### config.mk
export PLATFORM = sky130hd
export DESIGN_NAME = vx_tcu_drl_align_sched
export DESIGN_NICKNAME = d
export VERILOG_FILES = /design/src/rtl/VX_tcu_pkg.sv /design/src/rtl/VX_tcu_drl_max_exp.sv /design/src/rtl/VX_tcu_drl_shift_sat.sv /design/src/rtl/vx_tcu_drl_align_sched.sv
export SDC_FILE = /design/constraint.sdc
export NUM_CORES = 1
export LEC_CHECK = 0
export ABC_CLOCK_PERIOD_IN_PS = 5090
export BUFFER_PORTS_ARGS = -buffer_cell sky130_fd_sc_hd__buf_2
export CORE_MARGIN = 2
export CORE_UTILIZATION = 35
export DETAILED_ROUTE_END_ITERATION = 12
export GPL_TIMING_DRIVEN = 0
export PLACE_DENSITY_LB_ADDON = 0.1
export SLEW_MARGIN = 20
export SYNTH_ARGS = -nofsm -noshare
export SYNTH_HDL_FRONTEND = slang
export SYNTH_SLANG_ARGS = --single-unit
### constraint.sdc
create_clock -name clk -period 5.09 [get_ports clk]
set_input_delay 0.7635 -clock clk [delete_from_list [all_inputs] [get_ports clk]]
set_output_delay 0.7635 -clock clk [all_outputs]
set_load 0.01 [all_outputs]
### src/rtl/VX_tcu_pkg.sv
// VX_tcu_pkg: shared state type and shift constants for the TCU alignment scheduler.
package VX_tcu_pkg;
    typedef enum logic {FILL, DRAIN} tcu_align_state_t;
    localparam int TCU_SHIFT_W = 8;
    localparam logic [TCU_SHIFT_W-1:0] TCU_SHIFT_SAT = 8'd255;
endpackage

### src/rtl/VX_tcu_drl_max_exp.sv
// VX_tcu_drl_max_exp: maximum of N exponents and the unsaturated distance of each from it.
//   exps      in  N x WIDTH  exponents
//   max_exp   out WIDTH      largest exponent
//   shift_amt out N x WIDTH  max_exp - exps[i]
module VX_tcu_drl_max_exp #(
    parameter int N     = 4,
    parameter int WIDTH = 8
)(
    input  logic [N*WIDTH-1:0] exps,
    output logic [WIDTH-1:0]   max_exp,
    output logic [N*WIDTH-1:0] shift_amt
);
    always_comb begin
        max_exp = exps[WIDTH-1:0];
        for (int i = 1; i < N; i++)
            max_exp = exps[i*WIDTH +: WIDTH] > max_exp ? exps[i*WIDTH +: WIDTH] : max_exp;
        for (int i = 0; i < N; i++)
            shift_amt[i*WIDTH +: WIDTH] = max_exp - exps[i*WIDTH +: WIDTH];
    end
endmodule

### src/rtl/VX_tcu_drl_shift_sat.sv
// VX_tcu_drl_shift_sat: per-element right-shift max - exp, saturated to the shift range.
//   max_i   in  WIDTH            group maximum exponent
//   exps_i  in  N x WIDTH        exponents of one beat
//   shift_o out N x TCU_SHIFT_W  saturated shift amounts
module VX_tcu_drl_shift_sat
    import VX_tcu_pkg::*;
#(
    parameter int N     = 4,
    parameter int WIDTH = 8
)(
    input  logic [WIDTH-1:0]         max_i,
    input  logic [N*WIDTH-1:0]       exps_i,
    output logic [N*TCU_SHIFT_W-1:0] shift_o
);
    logic [WIDTH:0] diff [N];

    // max_i is the group maximum, so the extra bit only ever widens the range, never signs it
    always_comb begin
        for (int i = 0; i < N; i++) begin
            diff[i] = {1'b0, max_i} - {1'b0, exps_i[i*WIDTH +: WIDTH]};
            shift_o[i*TCU_SHIFT_W +: TCU_SHIFT_W] = diff[i] > (WIDTH+1)'(TCU_SHIFT_SAT) ?
                TCU_SHIFT_SAT : TCU_SHIFT_W'(diff[i]);
        end
    end
endmodule

### src/rtl/vx_tcu_drl_align_sched.sv
// vx_tcu_drl_align_sched: buffers a group of exponent beats, then replays them with shifts
// relative to the group-wide maximum exponent.
//   clk, reset            clock, async active-high reset
//   in_valid/in_ready     input beat handshake; in_exps (N x WIDTH), in_last closes group
//   out_valid/out_ready   output beat handshake
//   out_shift             N x 8 saturated shifts; out_max_exp group max; out_last final beat
module vx_tcu_drl_align_sched
    import VX_tcu_pkg::*;
#(
    parameter int N     = 4,
    parameter int WIDTH = 8,
    parameter int BEATS = 4
)(
    input  logic                     clk,
    input  logic                     reset,
    input  logic                     in_valid,
    output logic                     in_ready,
    input  logic [N*WIDTH-1:0]       in_exps,
    input  logic                     in_last,
    output logic                     out_valid,
    input  logic                     out_ready,
    output logic [N*TCU_SHIFT_W-1:0] out_shift,
    output logic [WIDTH-1:0]         out_max_exp,
    output logic                     out_last
);
    localparam int CW = $clog2(BEATS) + 1;
    localparam int IW = BEATS > 1 ? $clog2(BEATS) : 1;

    tcu_align_state_t         state_q, state_d;
    logic [N*WIDTH-1:0]       buf_q [BEATS];
    logic [CW-1:0]            wr_cnt_q, rd_cnt_q, cnt_q;
    logic [WIDTH-1:0]         run_max_q, beat_max, grp_max;
    logic [N*TCU_SHIFT_W-1:0] shift;
    logic                     accept, close_grp;

    VX_tcu_drl_max_exp #(.N(N), .WIDTH(WIDTH)) u_max (
        .exps      (in_exps),
        .max_exp   (beat_max),
        .shift_amt ()
    );

    VX_tcu_drl_shift_sat #(.N(N), .WIDTH(WIDTH)) u_sat (
        .max_i   (run_max_q),
        .exps_i  (buf_q[IW'(rd_cnt_q)]),
        .shift_o (shift)
    );

    assign accept    = in_valid && state_q == FILL;
    // a full buffer closes the group regardless of in_last
    assign close_grp = in_last || wr_cnt_q == CW'(BEATS - 1);
    assign grp_max   = wr_cnt_q == '0 ? beat_max : (beat_max > run_max_q ? beat_max : run_max_q);

    always_ff @(posedge clk or posedge reset) begin
        if (reset) state_q <= FILL;
        else       state_q <= state_d;
    end

    always_comb begin
        state_d = (accept && close_grp) ? DRAIN : (out_ready && out_last) ? FILL : state_q;
    end

    always_comb begin
        in_ready    = state_q == FILL;
        out_valid   = state_q == DRAIN;
        out_last    = out_valid && rd_cnt_q == cnt_q - CW'(1);
        out_max_exp = out_valid ? run_max_q : '0;
        out_shift   = out_valid ? shift : '0;
    end

    always_ff @(posedge clk or posedge reset) begin
        if (reset) begin
            wr_cnt_q  <= '0;
            rd_cnt_q  <= '0;
            cnt_q     <= '0;
            run_max_q <= '0;
            for (int b = 0; b < BEATS; b++) buf_q[b] <= '0;
        end else begin
            if (accept) begin
                buf_q[IW'(wr_cnt_q)] <= in_exps;
                run_max_q            <= grp_max;
                wr_cnt_q             <= wr_cnt_q + CW'(1);
                if (close_grp) begin
                    cnt_q    <= wr_cnt_q + CW'(1);
                    rd_cnt_q <= '0;
                end
            end
            if (out_valid && out_ready) begin
                rd_cnt_q <= rd_cnt_q + CW'(1);
                if (out_last) wr_cnt_q <= '0;
            end
        end
    end
endmodule

# Word level (Yosys, flattened, before mapping)
# Cells that the tools add are included.
[word_totals]
inputBits = 37
ff_bits = 146
out_inout_bits = 43
word_cells = 72
[classes]
bitwise_logic = 3
mux = 25
reduce_logical = 15
addsub = 7
n_lt_le_gt_ge = 11
n_eq_ne = 2
[ops]
columns = ["op", "count"]
rows = [
  ["bitwise mux 128 bit", 1],
  ["two-way mux 32 bit", 4],
  ["two-way mux 8 bit", 10],
  ["binary-select mux 32 bit (select 2 bit)", 1],
  ["demux 32 bit (select 2 bit)", 1],
  ["greater-than comparator 9 x 8 -> 1 bit (second input constant)", 4],
  ["subtractor 8 x 8 -> 9 bit", 4],
  ["greater-than comparator 8 bit", 4],
  ["two-way mux 3 bit", 6],
  ["nonzero test 2 bit", 4],
  ["adder 3 x 1 -> 3 bit (second input constant)", 2],
  ["greater-or-equal comparator 3 bit (second input constant)", 2],
  ["logical AND 1 bit", 6],
  ["inverter 2 -> 3 bit", 2],
  ["AND reduction 2 bit", 3],
  ["== test 3 x 2 -> 1 bit (second input constant)", 1],
  ["== test 3 bit", 1],
  ["logical NOT 3 bit", 1],
  ["< comparator 3 x 1 -> 1 bit (second input constant)", 1],
  ["subtractor 3 x 1 -> 3 bit (second input constant)", 1],
  ["two-way mux 1 bit", 2],
  ["logical OR 1 bit", 1],
  ["inverter 1 bit", 1],
]

# Depth between registers and ports, before layout
# Gate-level depths: netlist of the first run.
[logic_depth]
ltp_word = 9
ltp_mapped = 34
mapped_depth_nobuf = 31

# Modules after synthesis
# A second synthesis of the first run with hierarchy kept.
[hier_totals]
hier_cells = 952
hier_area_um2 = 10418.7
[modules_own_cells]
columns = ["mod", "seq_area_each_um2", "area_each_um2", "cells_each", "instances"]
rows = [
  ["vx_tcu_drl_align_sched", 3653.5, 6806.5, 457, 1],
  ["VX_tcu_drl_max_exp", 0.0, 2052.0, 276, 1],
  ["VX_tcu_drl_shift_sat", 0.0, 1560.2, 219, 1],
]

# Worst setup path after synthesis of the first run
# No wires, ideal clock.
[synth_path]
path_kind = "in2reg"
start = "in in_exps[1]"
end = "reg run_max_q[0]"
slack_ns = -1.792
path_stages = 33
setup_ns = 0.149
t_arrival_ns = 6.733
required_ns = 4.941
path_buffers = 3
cell_sequence = "inv_1 -> ha_1 -> nor2b_1 -> o211ai_1 -> a21oi_1 -> o21ai_2 -> mux2_2 -> ha_1 -> nand2b_1 -> a22oi_1 -> o21ai_0 -> or4_1 -> o221a_2 -> buf_6 -> mux2_4 -> ha_1 -> nor2b_1 -> o21a_1 -> o21a_1 -> o21ai_0 -> a21oi_1 -> clkbuf_1 -> nand2_1 -> o21ai_2 -> ha_1 -> nor2b_1 -> o21a_1 -> o21a_1 -> o21a_1 -> o211a_1 -> clkbuf_1 -> nand3_1 -> o221ai_1"
[synth_via]
elab_chain_len = 9
elab_cells_between_ends = 11
cone_classes = "4 x order compare; 5 x mux; 2 x reduce/logical"
[synth_rtl]
columns = ["item", "line", "rtl"]
rows = [
  ["start, declared", "vx_tcu_drl_align_sched.sv:18", "input logic [N*WIDTH-1:0] in_exps,"],
  ["greater-than comparator 8 bit", "VX_tcu_drl_max_exp.sv:16", "max_exp = exps[i*WIDTH +: WIDTH] > max_exp ? exps[i*WIDTH +: WIDTH] : max_exp;"],
  ["two-way mux 8 bit *", "VX_tcu_drl_max_exp.sv:16", ""],
  ["greater-than comparator 8 bit", "VX_tcu_drl_max_exp.sv:16", ""],
  ["two-way mux 8 bit *", "VX_tcu_drl_max_exp.sv:16", ""],
  ["greater-than comparator 8 bit", "VX_tcu_drl_max_exp.sv:16", ""],
  ["two-way mux 8 bit *", "VX_tcu_drl_max_exp.sv:16", ""],
  ["via beat_max[1]", "vx_tcu_drl_align_sched.sv:32", "logic [WIDTH-1:0] run_max_q, beat_max, grp_max;"],
  ["greater-than comparator 8 bit *", "vx_tcu_drl_align_sched.sv:51", "assign grp_max = wr_cnt_q == '0 ? beat_max : (beat_max > run_max_q ? beat_max : run_max_q);"],
  ["nonzero test 2 bit (no line) *", "n/a", ""],
  ["AND reduction 2 bit (no line) *", "n/a", ""],
  ["end signal, assigned", "vx_tcu_drl_align_sched.sv:80", "run_max_q <= grp_max;"],
  ["end, declared", "vx_tcu_drl_align_sched.sv:32", ""],
]
# The timed path passes the listed nets; every way through them passes the cells marked *. The select of a mux whose other input is x is not followed.
# A chain may end at the register's enable or synchronous reset.

# Final worst setup path of the first run
# Ends and elaborated chain as after synthesis.

==> results.ini, run 1 <==
[outcome]
outcome=finished with violations
violations=negative setup slack

[layout]
area_delta_synth_final_pct=27.1
final_cell_area_sq_mm=0.0114
drive_gt1_share_pct=35.3
layout_commonest_cell=dfrtp_1
fillCellCount=2437
fin_util_pct=45.2
final_cell_mix=dfrtp_1 (146), nand2_1 (94), o21ai_0 (83)
antennaDiodeCount=0
nets=1095

[logic_synthesis]
synth-edff-count=0
yosysUniqueCellTypes=56
async_flop_share_pct=100
synthCells=849
ys_ff_latch=146
seq_area_frac_synth_pct=40.8
synthFlopType=dfrtp_1
postSynthAreaPerCell_sq_um=10.6
synth_area_sq_mm=0.00896
syn-num-nets=960
yosysWarnings=0

[cts]
htreeDepth=4
cts_hold_buf=0
clockRootBuffer=clkbuf_16
numCtsBuffers=17
clkSlewWorstSetupHoldPaths_ns=0.07
clock_latency_ns=0.44
cts_buffer_depth=2
cts.sink_count=146
cts_tree=built

[routing]
drt-total-wl_um=27000
vias_per_cell=5.08
drtPass1Iterations=4
detail_route.iter0.violations=393
routedWlPerCell_um=20.4
num_vias=6743
ant_nets=0
drc=0

[worst_setup_path]
timing.rr.end=buf_q[8]
path_max_fanout=6
cpPeakStageDelay_ns=0.42
cp_data_arrival_time_ns=6.45
ff2ff_path_depth=8
endpoint_kind=flip-flop
path_class=input pin to flip-flop
cp_data_required_time_ns=5.39
slowest_stage=or4_1
regToRegSetupSlack_ns=2.09
timing.rr.start=out_valid
start_kind=input pin
cpMostUsedCell=o21a_1

[pwr]
finalPower_uw=9030
p_per_area_mw_per_mm2=792
leakage_uw=0.00517
share_comb_of_total_power_pct=62.4
clockPowerShare_pct=15.1
peakVddDrop_mv=0.510
netSwitchingPower_uw=3810
sw_frac_of_total_pct=42.2
internal_power_uw=5220
seqPwrFrac_pct=22.5

[place]
dp_hpwl_um=19900
pre_cts_ws_ns=-2.20
io_buffers=79
place.gp.congestion=0.810
placed_area_sq_mm=0.00997

[sta]
report.final.slew_viol_count=0
setup_violations=8
max_freq_ghz=0.163
slew_headroom_pct=31.7
rsz0062_at_grt=yes
skew_ns=0.00997
setup_tns_ns=-8.31
tightest_slew_ns=0.998
period_minus_slack_ns=6.15
period_share_pct=121
final_hold_viol_count=0
setup_ws_ns=-1.06

[global_route]
grt_first_pass_wirelength_um=41500
grt-ovfl-total=0
antenna_found_initial=0
grt_pass1_vias=6800
grt_max_degree=77
grt_usage_pct=20.9

[floorplan]
fp.dieW_um=164
core-area_sq_mm=0.0252
die_y_um=164
rows=58
start_util_pct=35.6
io_pins=80
die-area_sq_mm=0.0269

[hold_path]
hp-class=input pin to asynchronous set/reset pin

[run]
drv_cap=0

[routing by layer]
layer / up-vias / routed length (um) / track usage [%]
li1: 3268 / - / -
met1: 3332 / 13400 / 30.8
met2: 126 / 12300 / 32.9
met3: 17 / 1070 / 2.83
met4: 0 / 201 / 4.82
met5: - / 0 / 0
[critical path, delay by kind of cell]
family / cells / cell delay (ns)
mux: 2 / 0.68
compound gates: 16 / 2.56
fa+ha+maj: 4 / 0.78
simple gates: 6 / 0.97
buf+inv: 5 / 0.65
[final cells by class]
class	count	area, sq um	area share [%]
tap	330	413	3.62
sequential	146	3650	32.1
inverter	81	332	2.91
clock inverter	15	204	1.79
buffer	36	198	1.73
timing repair buffer	118	786	6.90
clock buffer	17	425	3.73
multi-input combinational	584	5380	47.2
[through the flow]
step	hold slack (ns)	cells
finish	0.363	1327
floorplan	0.445	849
global placement	0.458	1258
CTS	0.391	1313
global route	0.415	1327
detailed placement	0.468	1259
[power by group through the flow]
stage / Sequential, uW / Combinational [uW] / Clock, uW
3_3_place_gp: 2040 / 5270 / 0
6_report: 2030 / 5630 / 1360
5_1_grt: 2100 / 6280 / 1440
4_1_cts: 2030 / 5520 / 1380
3_5_place_dp: 2050 / 5290 / 0
2_1_floorplan: 1920 / 3840 / 0
[cell families (layout without fill, tap and decap cells)]
| family | after synthesis | in the layout | share of synthesized area (%) |
|---|---|---|---|
| and+or+nand+nor | 176 | 176 | 8.72 |
| DFF | 146 | 146 | 40.8 |
| xor gates and xnor gates | 26 | 26 | 2.54 |
| AOI/OAI and AO/OA | 199 | 199 | 14.4 |
| buffers and inverters | 119 | 267 | 5.07 |
| adders and majority gates | 74 | 74 | 10.7 |
| muxes | 109 | 109 | 17.8 |
[sequential cells by signal, summed over array words and instances (netlist names)]
name,cells
buf_q,128
cnt_q,3
out_valid,1
run_max_q,8
wr_cnt_q,3
rd_cnt_q,3
[worst max path at each step]
| stage | from | to | cells past startpoint |
|---|---|---|---|
| finish | in_exps[1] | run_max_q[0] | 33 |
| global route | in_exps[1] | run_max_q[3] | 35 |
| CTS | in_exps[1] | run_max_q[0] | 34 |
| detailed placement | in_exps[1] | run_max_q[0] | 32 |
| global placement | in_exps[1] | run_max_q[0] | 33 |
| floorplan | in_exps[9] | run_max_q[0] | 32 |
[synth_stat cells (2+ instances only)]
cell type,count,area share [%]
a211oi_1,5,0.42
a21boi_0,4,0.33
a21o_1,7,0.59
a21oi_1,23,1.3
and3_1,3,0.21
buf_1,7,0.29
clkbuf_1,30,1.3
dfrtp_1,146,41
fa_1,4,0.89
ha_1,70,9.8
inv_1,80,3.3
mux2_2,62,7.8
mux2_4,6,1.0
mux2i_1,9,1.0
mux4_2,32,8.0
nand2_1,95,4.0
nand2b_1,2,0.14
nand3_1,14,0.78
nand4_1,3,0.21
nor2_1,29,1.2
nor2b_1,13,0.91
nor3_1,5,0.28
nor4_1,2,0.14
o211a_1,2,0.22
o21a_1,37,3.1
o21ai_0,87,4.9
o21ai_1,2,0.11
o21ai_2,7,0.68
o21bai_1,5,0.42
o221ai_2,6,1.0
or2_2,3,0.21
xnor2_1,18,1.8
xor2_1,8,0.78
[what timing repair did]
item,CTS,global route
buffers inserted,22,15
setup endpoints to repair,40,40
gates cloned,1,0
resized for setup,69,43
pin swaps,18,31
(Power assumes the default switching activity.)
==> run 2, diff against run 1 <==
--- a/config.mk
+++ b/config.mk
@@ -7,7 +7,7 @@
 export LEC_CHECK = 0
 export ABC_CLOCK_PERIOD_IN_PS = 5090
 export BUFFER_PORTS_ARGS = -buffer_cell sky130_fd_sc_hd__buf_2
-export CORE_MARGIN = 2
+export CORE_MARGIN = 1.5
 export CORE_UTILIZATION = 35
 export DETAILED_ROUTE_END_ITERATION = 12
 export GPL_TIMING_DRIVEN = 0
==> results.ini, run 2 (synthesis results as in run 1) <==
[cts]
htreeDepth=4  ; unchanged
clkSlewWorstSetupHoldPaths_ns=0.06  ; about the same
cts.sink_count=146  ; unchanged
clock_latency_ns=0.44  ; about the same
clockRootBuffer=clkbuf_16
cts_buffer_depth=2  ; unchanged
cts_tree=built
numCtsBuffers=17  ; unchanged

[routing]
ant_nets=0  ; unchanged
detail_route.iter0.violations=394  ; +0.25%
drt-total-wl_um=26800  ; -1.0%
routedWlPerCell_um=20.2  ; -0.86%
vias_per_cell=5.11  ; +0.49%
num_vias=6766  ; +0.34%
drtPass1Iterations=4  ; unchanged
drc=0  ; unchanged

[sta]
skew_ns=0.0123  ; +0.00231 ns
setup_tns_ns=-8.64  ; -0.331 ns
setup_ws_ns=-1.11  ; -0.0483 ns
period_share_pct=122  ; +0.95 points
slew_headroom_pct=37.8  ; +6.1 points
period_minus_slack_ns=6.20  ; +0.0482 ns
hold_slack_ns=0.419  ; +0.0564 ns
report.final.slew_viol_count=0  ; unchanged
setup_violations=8  ; unchanged
rsz0062_at_grt=yes
tightest_slew_ns=0.933  ; -0.0657 ns
max_freq_ghz=0.161  ; -0.78%
final_hold_viol_count=0  ; unchanged

[global_route]
antenna_found_initial=0  ; unchanged
grt_pass1_vias=6842  ; +0.62%
grt_max_degree=89  ; +16%
grt-ovfl-total=0  ; unchanged
grt_usage_pct=21.1  ; +0.17 points
grt_first_pass_wirelength_um=41000  ; -1.1%

[floorplan]
io_pins=80  ; unchanged
core-area_sq_mm=0.0252  ; unchanged
rows=58  ; unchanged
die-area_sq_mm=0.0266  ; -1.2%
fp.dieW_um=163  ; -0.61%
start_util_pct=35.6  ; unchanged
die_y_um=163  ; -0.61%

[worst_setup_path]
timing.rr.end=buf_q[49]
timing.rr.start=out_valid
slowest_stage=or4_1
regToRegSetupSlack_ns=2.06  ; -0.03 ns
cp_data_arrival_time_ns=6.50  ; +0.05 ns
path_max_fanout=7  ; +1
endpoint_kind=flip-flop
ff2ff_path_depth=8  ; unchanged
start_kind=input pin
path_class=input pin to flip-flop
cp_data_required_time_ns=5.39  ; about the same
cpPeakStageDelay_ns=0.43  ; about the same
cpMostUsedCell=o21a_1

[layout]
nets=1093  ; -0.18%
fillCellCount=2432  ; -0.21%
top_register=buf_q
antennaDiodeCount=0  ; unchanged
final_cell_mix=dfrtp_1 (146), nand2_1 (94), o21ai_0 (83)
top_regs=buf_q (128), run_max_q (8)
layout_commonest_cell=dfrtp_1
largest_reg_flops=128  ; unchanged
drive_gt1_share_pct=34.4  ; -0.93 points
area_delta_synth_final_pct=27.0

[place]
pre_cts_ws_ns=-2.17  ; +0.0307 ns
dp_hpwl_um=19700  ; -1.0%
place.gp.congestion=0.825  ; +1.9%
io_buffers=79  ; unchanged

[pwr]
peakVddDrop_mv=0.632  ; +24%
leakage_uw=0.00517  ; about the same
p_per_area_mw_per_mm2=800  ; +0.94%

[outcome]
violations=negative setup slack
outcome=finished with violations

[run]
drv_cap=0  ; unchanged

[hold_path]
hp-class=input pin to asynchronous set/reset pin

-- run 2: final cells by class --
| type | instances | area, sq um | share of cell area, % |
|---|---|---|---|
| sequential | 146 | 3650 | 32.1 |
| clock inverter | 13 | 233 | 2.04 |
| inverter | 81 | 332 | 2.91 |
| buffer | 37 | 201 | 1.77 |
| timing repair buffer | 115 | 782 | 6.87 |
| tap | 330 | 413 | 3.63 |
| multi-input combinational | 584 | 5330 | 46.9 |
| clock buffer | 19 | 433 | 3.80 |
-- run 2: critical path, delay by kind of cell --
family	cells	cell delay, ns
muxes	2	0.69
buffers and inverters	5	0.64
and+or+nand+nor	8	1.22
adders and majority gates	4	0.86
AOI/OAI and AO/OA	15	2.30
-- run 2: repair_timing --
action	in CTS	in global routing
hold buffers	0	0
resized for setup	71	38
gates cloned	1	1
pin swaps	16	15
buffers inserted	17	16
endpoints found under the setup margin	40	40
-- run 2: report_power, final --
| group | switching, uW | internal (uW) | total (uW) |
|---|---|---|---|
| logic | 2940 | 2700 | 5650 |
| clock network | 516 | 921 | 1440 |
| registers | 327 | 1690 | 2020 |
| total | 3790 | 5320 | 9100 |
-- run 2: worst max path at each step --
stage	start	end	slack [ns]	cells past startpoint
6_report	in_exps[1]	run_max_q[0]	-1.11	34
2_1_floorplan	in_exps[9]	run_max_q[0]	-1.15	32
5_1_grt	in_exps[4]	run_max_q[3]	-1.33	33
4_1_cts	in_exps[1]	run_max_q[0]	-1.12	34
3_5_place_dp	in_exps[1]	run_max_q[0]	-2.17	33
3_3_place_gp	in_exps[1]	run_max_q[0]	-2.14	33
-- run 2: per-layer routing --
layer  up-vias  track usage [%]  part of all wire [%]
met5         -                0                     0
met4         0             5.71                   1.5
met3        24             2.77                   3.6
met2       121             33.3                    46
met1      3356             30.4                    49
li1       3265                -                     -
-- run 2: through the flow --
stage               total power (uW)  instances  area [sq um]  utilization (%)
finish                          9100       1325         11400             45.2
global route                    9890       1325         11400             45.2
CTS                             9010       1308         11100             44.1
detailed placement              7330       1259          9970             39.6
global placement                7310       1258          9930             39.4
floorplan                       5760        849          9120                -
==> run 3, diff against run 2 <==
--- a/config.mk
+++ b/config.mk
@@ -8,9 +8,9 @@
 export ABC_CLOCK_PERIOD_IN_PS = 5090
 export BUFFER_PORTS_ARGS = -buffer_cell sky130_fd_sc_hd__buf_2
 export CORE_MARGIN = 1.5
-export CORE_UTILIZATION = 35
+export CORE_UTILIZATION = 50
 export DETAILED_ROUTE_END_ITERATION = 12
-export GPL_TIMING_DRIVEN = 0
+export GPL_TIMING_DRIVEN = 1
 export PLACE_DENSITY_LB_ADDON = 0.1
 export SLEW_MARGIN = 20
 export SYNTH_ARGS = -nofsm -noshare
==> results.ini, run 3 (synthesis results as in run 1) <==
[hold_path]
hp-class=flip-flop to flip-flop
min_delay_path_depth=2

[worst_setup_path]
ff2ff_path_depth=8  ; unchanged
cp_num_cells=33  ; -2.9%
cp_data_arrival_time_ns=6.30  ; -0.20 ns
slowest_stage=mux2_4
path_class=input pin to flip-flop
endpoint_kind=flip-flop
cp_data_required_time_ns=5.39  ; about the same
cpPeakStageDelay_ns=0.32  ; -0.11 ns
start_kind=input pin
worstPathBufferInverterCount=7  ; +2
path_max_fanout=13  ; +6
cp_top_family=compound AO/OA/AOI/OAI gates

[floorplan]
core-area_sq_mm=0.0174  ; -31%
die-area_sq_mm=0.0187  ; -29%
die_y_um=137  ; -16%
io_pins=80  ; unchanged
rows=48  ; -17%
fp.dieW_um=137  ; -16%
start_util_pct=51.5  ; +16 points

[layout]
layout_commonest_cell=dfrtp_1
final_cells=1235  ; -6.8%
multiInputGateArea_sq_mm=0.00528  ; -1.0%
drive_gt1_share_pct=37.4  ; +3.0 points
final_cell_mix=dfrtp_1 (145), nand2_1 (94), o21ai_0 (83)
nets=1107  ; +1.3%
area_delta_synth_final_pct=25.8
seqCellArea_sq_mm=0.00365  ; about the same
largest_reg_flops=128  ; unchanged
top_register=buf_q
top_regs=buf_q (128), run_max_q (8)
fillCellCount=1402  ; -42%

[cts]
clock_latency_ns=0.43  ; about the same
clkSlewWorstSetupHoldPaths_ns=0.06  ; about the same
numCtsBuffers=17  ; unchanged
cts_tree=built
cts_hold_buf=0  ; unchanged
htreeDepth=4  ; unchanged
cts.sink_count=146  ; unchanged
cts_buffer_depth=2  ; unchanged
clockRootBuffer=clkbuf_16

[pwr]
sw_frac_of_total_pct=42.3  ; +0.71 points
peakVddDrop_mv=0.788  ; +25%
clockPowerShare_pct=14.5  ; -1.3 points
finalPower_uw=9030  ; -0.82%
leakage_uw=0.00527  ; +1.9%
share_comb_of_total_power_pct=62.4  ; +0.4 points
seqPwrFrac_pct=23.1  ; +0.9 points
p_per_area_mw_per_mm2=801  ; about the same
internal_power_uw=5210  ; -2.0%
netSwitchingPower_uw=3820  ; +0.88%

[sta]
report.final.slew_viol_count=0  ; unchanged
tightest_slew_ns=1.01  ; +0.0740 ns
period_minus_slack_ns=6.00  ; -0.196 ns
setup_violations=8  ; unchanged
rsz0062_at_grt=yes
hold_slack_ns=0.476  ; +0.0562 ns
setup_ws_ns=-0.912  ; +0.196 ns
max_freq_ghz=0.167  ; +3.3%
skew_ns=0.0123  ; +0.00000130 ns
slew_headroom_pct=32.8  ; -5.1 points
period_share_pct=118  ; -3.8 points
final_hold_viol_count=0  ; unchanged

[routing]
vias_per_cell=5.66  ; +11%
drt-total-wl_um=24500  ; -8.6%
drc=0  ; unchanged
ant_nets=0  ; unchanged
num_vias=6993  ; +3.4%
detail_route.iter0.violations=491  ; +25%
routedWlPerCell_um=19.8  ; -1.9%
drtPass1Iterations=5  ; +1

[place]
place.gp.congestion=0.943  ; +14%
io_buffers=79  ; unchanged
pre_cts_ws_ns=-1.64  ; +0.526 ns
dp_hpwl_um=17900  ; -9.2%
place_inst=1189  ; -5.6%

[run]
drv_cap=0  ; unchanged

[outcome]
outcome=finished with violations
violations=negative setup slack

[global_route]
grt_pass1_vias=6944  ; +1.5%
grt_first_pass_wirelength_um=37500  ; -8.7%
antenna_found_initial=1  ; +1
grt_usage_pct=27.0  ; +5.9 points
grt-ovfl-total=0  ; unchanged
grt_max_degree=105  ; +18%

[run 3: cell types whose count changed in the layout (fill, tap and decap cells not counted), moves of 4 or more]
cell	before	now
a211oi_1	1	5
a211oi_4	5	1
buf_4	29	82
clkbuf_1	26	0
clkbuf_4	5	0
inv_1	72	77
[run 3: through the flow]
step / setup TNS, ns / util [%] / instance area (sq um)
2_1_floorplan: -8.81 / - / 9120
3_3_place_gp: -11.02 / 58.6 / 10200
3_5_place_dp: -12.89 / 58.6 / 10200
4_1_cts: -6.62 / 63.3 / 11000
5_1_grt: -9.08 / 64.7 / 11300
6_report: -7.17 / 64.8 / 11300
[run 3: final cells by class]
class | count | area share, %
sequential | 146 | 32.4
tap | 225 | 2.50
inverter | 81 | 2.85
clock inverter | 13 | 1.53
antenna | 1 | 0.0222
multi-input combinational | 584 | 46.8
clock buffer | 19 | 4.02
timing repair buffer | 166 | 9.87
[run 3: per-layer routing]
layer  share of wire (%)  up-vias  global-route usage, %
met2                  48      176                   43.9
met5                   0        -                      0
met4                 1.6        0                   7.95
met1                  46     3505                   36.6
met3                 4.9       23                   5.74
li1                    -     3289                      -
[run 3: power groups by stage]
stage	sequential [uW]	combinational, uW	clock (uW)
after floorplan	1920	3840	0
after global placement	2050	5230	0
after detailed placement	2110	5410	0
after CTS	2090	5520	1320
after global routing	2160	6200	1380
final	2090	5630	1310
[run 3: worst paths after layout]
path,from,endpoint,slack [ns]
max reg2reg,run_max_q[1],run_max_q[2],2.52
max in group asynchronous,reset,buf_q[62],3.39
min in group asynchronous,reset,buf_q[98],0.56
min reg2reg,buf_q[40],buf_q[40],0.48
max,in_exps[1],run_max_q[2],-0.91
min,buf_q[40],buf_q[40],0.48
[run 3: repair_timing]
item / 4_1_cts / 5_1_grt
gates resized for setup: 26 / 29
buffers inserted: 6 / 6
pin swaps: 5 / 19
endpoints found under the setup margin: 8 / 8
cloned: 1 / 0
[run 3: worst reg2reg max path: stages, from the launching register on]
cell     delay (ns)
dfrtp_1        0.67
inv_1          0.24
ha_4           0.29
nor2b_1        0.12
o21a_1         0.16
o21a_1         0.16
o21a_1         0.18
o211a_4        0.31
mux2_4         0.32
